--- config.mk ---
export PLATFORM = sky130hd
export DESIGN_NAME = seg_disp_sched
export DESIGN_NICKNAME = d
export VERILOG_FILES = /design/src/rtl/seg_disp_sched.sv
export SDC_FILE = /design/constraint.sdc
export NUM_CORES = 1
export LEC_CHECK = 0
export ABC_AREA = 1
export CAP_MARGIN = 20
export CORE_ASPECT_RATIO = 0.75
export CORE_MARGIN = 2
export CORE_UTILIZATION = 44
export DETAILED_ROUTE_END_ITERATION = 7
export PLACE_DENSITY = 0.81
export SLEW_MARGIN = 20
export SYNTH_ARGS = -nofsm -noshare
export SYNTH_HDL_FRONTEND = slang
export SYNTH_SLANG_ARGS = --single-unit
--- constraint.sdc ---
create_clock -name clk -period 5.7 [get_ports clk]
set_input_delay 1.14 -clock clk [delete_from_list [all_inputs] [get_ports clk]]
set_output_delay 1.14 -clock clk [all_outputs]
set_load 0.01 [all_outputs]
--- src/rtl/seg_disp_sched.sv ---
// Round-robin scheduler sharing one 8-digit seven-segment driver among four
// debug views, with dwell-timed or button-driven advance and a blank gap between sources.
module seg_disp_sched #(
    parameter int unsigned DWELL_CYC = 50000000,
    parameter int unsigned GAP_CYC   = 1000,
    parameter int unsigned DEB_CYC   = 1000000
) (
    input  logic         clk,
    input  logic         rst,
    input  logic         auto_en,
    input  logic         btn_next,
    input  logic [3:0]   src_req,
    input  logic [255:0] src_data,
    input  logic [3:0]   src_mode,
    output logic [63:0]  disp_data,
    output logic         disp_mode,
    output logic [1:0]   cur_src,
    output logic         disp_active,
    output logic [3:0]   src_grant
);
    localparam int DW_W = $clog2(DWELL_CYC + 1);
    localparam int GP_W = $clog2(GAP_CYC + 1);
    localparam int DB_W = $clog2(DEB_CYC + 1);
    localparam logic [63:0] BLANK = '1;

    typedef enum logic [1:0] {IDLE, SHOW, GAP} state_t;

    state_t          state_q, state_d;
    logic [63:0]     disp_data_q, disp_data_d;
    logic            disp_mode_q, disp_mode_d;
    logic [1:0]      cur_src_q, cur_src_d;
    logic            disp_active_q, disp_active_d;
    logic [3:0]      src_grant_q, src_grant_d;
    logic [DW_W-1:0] dwell_q, dwell_d;
    logic [GP_W-1:0] gap_q, gap_d;
    logic            sync1_q, sync1_d, sync2_q, sync2_d;
    logic            deb_q, deb_d;
    logic [DB_W-1:0] deb_cnt_q, deb_cnt_d;
    logic            btn_pulse_q, btn_pulse_d;

    logic [63:0] cur_data;
    logic        cur_req, others, expire, adv;
    logic [1:0]  nxt;

    // First requester scanning p+1, p+2, p+3, p; returns p when nobody asks.
    function automatic logic [1:0] pick(input logic [1:0] p, input logic [3:0] req);
        logic [1:0] idx;
        pick = p;
        for (int k = 4; k >= 1; k--) begin
            idx = p + 2'(k);
            if (req[idx]) pick = idx;
        end
    endfunction

    always_comb begin
        cur_data = src_data[{cur_src_q, 6'b0} +: 64];
        cur_req  = src_req[cur_src_q];
        others   = |(src_req & ~(4'b0001 << cur_src_q));
        expire   = (dwell_q == DW_W'(DWELL_CYC - 1));
        adv      = btn_pulse_q | (auto_en & expire);
        nxt      = pick(cur_src_q, src_req);

        state_d       = state_q;
        disp_data_d   = disp_data_q;
        disp_mode_d   = disp_mode_q;
        cur_src_d     = cur_src_q;
        disp_active_d = disp_active_q;
        src_grant_d   = '0;
        dwell_d       = dwell_q;
        gap_d         = gap_q;

        sync1_d     = btn_next;
        sync2_d     = sync1_q;
        deb_d       = deb_q;
        deb_cnt_d   = '0;
        btn_pulse_d = 1'b0;
        if (sync2_q != deb_q) begin
            if (deb_cnt_q == DB_W'(DEB_CYC - 1)) begin
                deb_d       = sync2_q;
                btn_pulse_d = sync2_q;
            end else begin
                deb_cnt_d = deb_cnt_q + 1'b1;
            end
        end

        case (state_q)
            IDLE: begin
                if (|src_req) begin
                    state_d          = SHOW;
                    cur_src_d        = nxt;
                    src_grant_d[nxt] = 1'b1;
                    dwell_d          = '0;
                    disp_active_d    = 1'b1;
                end
            end
            SHOW: begin
                if (!cur_req || (adv && others)) begin
                    state_d       = GAP;
                    gap_d         = '0;
                    disp_active_d = 1'b0;
                    disp_data_d   = BLANK;
                    disp_mode_d   = 1'b1;
                end else begin
                    disp_data_d = cur_data;
                    disp_mode_d = src_mode[cur_src_q];
                    if (adv) begin
                        // Sole requester: refresh in place rather than blanking.
                        src_grant_d[cur_src_q] = 1'b1;
                        dwell_d                = '0;
                    end else if (!expire) begin
                        dwell_d = dwell_q + 1'b1;
                    end
                end
            end
            GAP: begin
                if (gap_q == GP_W'(GAP_CYC - 1)) begin
                    if (|src_req) begin
                        state_d          = SHOW;
                        cur_src_d        = nxt;
                        src_grant_d[nxt] = 1'b1;
                        dwell_d          = '0;
                        disp_active_d    = 1'b1;
                    end else begin
                        state_d = IDLE;
                    end
                end else begin
                    gap_d = gap_q + 1'b1;
                end
            end
            default: state_d = IDLE;
        endcase
    end

    always_ff @(posedge clk or posedge rst) begin
        if (rst) begin
            state_q       <= IDLE;
            disp_data_q   <= BLANK;
            disp_mode_q   <= 1'b1;
            cur_src_q     <= 2'd3;
            disp_active_q <= 1'b0;
            src_grant_q   <= '0;
            dwell_q       <= '0;
            gap_q         <= '0;
            sync1_q       <= 1'b0;
            sync2_q       <= 1'b0;
            deb_q         <= 1'b0;
            deb_cnt_q     <= '0;
            btn_pulse_q   <= 1'b0;
        end else begin
            state_q       <= state_d;
            disp_data_q   <= disp_data_d;
            disp_mode_q   <= disp_mode_d;
            cur_src_q     <= cur_src_d;
            disp_active_q <= disp_active_d;
            src_grant_q   <= src_grant_d;
            dwell_q       <= dwell_d;
            gap_q         <= gap_d;
            sync1_q       <= sync1_d;
            sync2_q       <= sync2_d;
            deb_q         <= deb_d;
            deb_cnt_q     <= deb_cnt_d;
            btn_pulse_q   <= btn_pulse_d;
        end
    end

    assign disp_data   = disp_data_q;
    assign disp_mode   = disp_mode_q;
    assign cur_src     = cur_src_q;
    assign disp_active = disp_active_q;
    assign src_grant   = src_grant_q;
endmodule

==> results.md <==
| Parameter | This run | Unit |
| --- | --- | --- |
| WHS Path Cells | 0 | - |
| Flip-flop and latch count after synthesis | 134 | - |
| Share of final-layout standard cells stronger than drive strength 1 | 7.97 | % |
| Main combinational cell family by area after synthesis | simple AND/OR/NAND/NOR gates | - |
| Cell types occupying the most area after synthesis | dfstp_2, dfrtp_1, nor2_1 | - |
| Fraction of post-synthesis cell area in the top cell type by area | 20.8 | % |
| Number of cells upsized or downsized after cts | 0 | - |
| Total clock buffers created by CTS | 17 | - |
| Final RePlAce weighted congestion | 0.970 | - |
| Reg2reg path depth | 11 | - |
| Clock skew | 0.00953 | ns |
| Overall power after layout | 0.00542 | W |
| Core utilization of the finished layout | 67.5 | % |
| Number of max-capacitance violations reported | 0 | - |
| Number of buffers on the longest clock path | 2 | - |
| Clock root cell | clkbuf_16 | - |
| Max-slew violation count | 0 | - |
| # clock sinks | 134 | - |
| R2R Path End | dwell_q[0]$_DFFE_PP0P_ | - |
| Initial Utilization | 45.3 | % |
| Worst-Skew Late Latency | 0.42 | ns |
| Mapped cell area | 8460 | um^2 |
| Antenna violations before repair | 13 | - |
| Total detailed-routing wirelength | 32.3 | mm |
| Number of buffer cells added on primary ports | 339 | - |
| Worst path cell trace | buf_4 > clkdlybuf4s50_1 | - |
| Average cell area after synthesis | 7.00 | um^2 |
| Startpoint-to-endpoint class of the critical path | register to output port | - |
| Gr ovfl total | 0 | - |
| Core area | 18,700 | um^2 |
| Setup TNS Final | 0 | ns |
| Slowest stage cell on the critical path | dfstp_4 | - |
| Wire length per cell after detailed routing | 18.1 | um |
| Final hold violations | 0 | - |
| NumNets Final | 1,781 | - |
| Area growth syn-to-layout | 49.0 | % |
| Most used cells in the layout excluding fill and tap cells | clkdlybuf4s50_1, nor2_1, nand2_1, o21ai_0, o22ai_1 | - |
| Deepest level of the CTS H-tree | 4 | - |
| Setup Viol. Count Final | 0 | - |
| Compound-gate portion of the synthesized area | 19.4 | % |
| Die area | 20,400 | um^2 |
| Req. time, crit path | 4.56 | ns |
| Die boundary height | 124 | um |
| Path class of the lowest-slack min-delay path | register to register | - |
| Power density over the cells | 430 | nW/um^2 |
| Adder-Cell Fraction of Synth Area | 1.03 | % |
| Die X-Extent | 164 | um |
| Worst R2R Start | cur_src[0]$_DFFE_PP1P_ | - |
| Min-delay src | sync1_q$_DFF_PP0_ | - |
| Static Leakage | 5.13 | nW |
| Most common cell after layout, fill and taps aside | clkdlybuf4s50_1 | - |
| Clock tree from TritonCTS | done | - |
| Setup repair after global routing missed its margin | false | - |
| Share of the synthesized netlist area taken by xor and xnor gates | 3.00 | % |
| Maximum number of pins on one net before global-route repair | 107 | - |
| Sequential fraction of the synthesis area | 40.6 | % |
| Detailed-routing iteration count for the pre-antenna-repair pass | 5 | - |
| Largest driver fanout on the critical path | 91 | - |
| Yosys warns | 0 | - |
| Remaining DRCs | 0 | - |
| Post-Syn Instances | 1,209 | - |
| Timing-limited maximum frequency | 0.251 | GHz |
| Num ports | 340 | - |
| Number of library cell types mapped by synthesis | 32 | - |
| Largest area contributor in the netlist | dfstp_2 | - |
| Minimum setup slack among reg-to-reg paths | 2.11 | ns |
| Fraction of the mapped netlist area in simple logic gates | 26.3 | % |
| Global-route total usage across every layer | 31.6 | % |
| IR Drop Worst-Case VDD | 0.293 | mV |
| Via density per instance | 5.39 | - |
| Clock edge transition at the registers on the reported setup and hold paths | 0.06 | ns |
| Number of buffers inserted to repair setup after CTS | 0 | - |
| Portion of netlist area occupied by mux cells | 0 | % |
| Portion of the clock cycle consumed by the worst path in the final layout | 69.9 | % |
| Number of nets with antenna violations after routing | 0 | - |
| Violation count after the first detailed-routing iteration | 836 | - |
| Critical Path Max Stage Delay | 0.91 | ns |
| Worst Tran Pin Value | 0.966 | ns |
| Vias in the first global route | 9,141 | - |
| Half-perimeter wire length after detailed placement | 23.7 | mm |
| Status | finished, final reports clean | - |
| Wire length of the first global-routing pass | 48.5 | mm |
| Worst slew margin relative to its limit | 35.6 | % |
| Hold path endpoint | sync2_q$_DFF_PP0_ | - |
| Arrival time at the worst endpoint | 2.84 | ns |
| Final worst path period need | 3.98 | ns |
| Via count of the routed design | 9,602 | - |
| Top Family by Delay on Critical Path | buffers and inverters | - |
| Net count after synthesis | 1,484 | - |
| CTS Hold Buffers Added | 0 | - |
| Nature of the critical path startpoint | register | - |
| Crit path capture type | output port | - |
| Worst path buffer plus inverter count | 2 | - |
| Num rows | 43 | - |
## synth_stat cells, drive strengths merged
library cell	n
nor2	228
nand2	210
o21ai	155
inv	136
o22ai	131
dfrtp	67
dfstp	67
nand3	62
clkbuf	38
buf	29
nor3	24
xor2	21
nand4	9
xnor2	8
a21oi	7
ha	7
or2	3
nand3b	2
a31oi	1
clkinv	1
nor3b	1
nor4	1
o21a	1
## kinds of logic after synthesis
logic type               after synthesis
AND/OR/NAND/NOR                      540
AO/OA/AOI/OAI                        295
buffers and inverters                204
flip-flops                           134
XOR/XNOR                              29
adder cells (fa/ha/maj)                7
## registers in the layout, indices dropped and copies added (netlist names)
register / flops
state_q: 2
dwell_q: 26
sync1_q: 1
deb_q: 1
deb_cnt_q: 20
sync2_q: 1
cur_src: 2
disp_active: 1
disp_data: 64
btn_pulse_q: 1
src_grant: 4
disp_mode: 1
gap_q: 10
## stage by stage
stage | hold slack (ns) | instance area [um^2] | cells | setup WS, ns
2_1_floorplan | 0.331 | 8460 | 1209 | 1.09
3_3_place_gp | 0.333 | 11900 | 1734 | 1.95
4_1_cts | 0.366 | 12600 | 1766 | 1.71
3_5_place_dp | 0.348 | 11900 | 1734 | 1.89
6_report | 0.366 | 12600 | 1780 | 1.72
5_1_grt | 0.367 | 12600 | 1778 | 1.60
## routing by layer
metal	global-route usage [%]	up-vias	share of wire [%]
li1	-	4619	-
met1	38.8	4460	41
met2	51.8	443	46
met3	8.23	78	8.4
met4	15.8	2	4.5
met5	0	-	0.022
## worst reg2reg max path, cell delays in order (launching register included)
cell	delay, ns
dfstp_4	0.91
inv_4	0.35
ha_1	0.33
o22ai_1	0.17
a21oi_1	0.06
o21ai_0	0.08
nand2_1	0.11
nand2_4	0.64
nand2_4	0.41
nand2_8	0.31
nand2_1	0.08
nand2_1	0.08
## worst max-delay path by stage
stage,to,slack [ns],cells past startpoint,from
5_1_grt,cur_src[0],1.60,2,cur_src[0]$_DFFE_PP1P_
2_1_floorplan,btn_pulse_q$_DFF_PP0_,1.09,1,rst
4_1_cts,cur_src[0],1.71,2,cur_src[0]$_DFFE_PP1P_
3_5_place_dp,dwell_q[0]$_DFFE_PP0P_,1.89,9,auto_en
3_3_place_gp,dwell_q[12]$_DFFE_PP0P_,1.95,9,auto_en
6_report,cur_src[0],1.72,2,cur_src[0]$_DFFE_PP1P_
## power by group
group / leakage, nW / switching, W / internal (W) / total, W
clock network: 0.315 / 0.000427 / 0.000789 / 0.00122
registers: 1.63 / 0.000205 / 0.00132 / 0.00152
logic: 3.19 / 0.00162 / 0.00106 / 0.00268
total: 5.13 / 0.00225 / 0.00317 / 0.00542
## layout make-up
type                       count  area (um^2)
clock inverter                12          199
timing repair buffer         345         3440
antenna                       14         35.0
inverter                     137          522
fill                        1622         6060
sequential                   134         3440
tap                          247          309
clock buffer                  20          447
multi-input combinational    871         4220
Note: power is estimated with default switching activity, not from simulation.
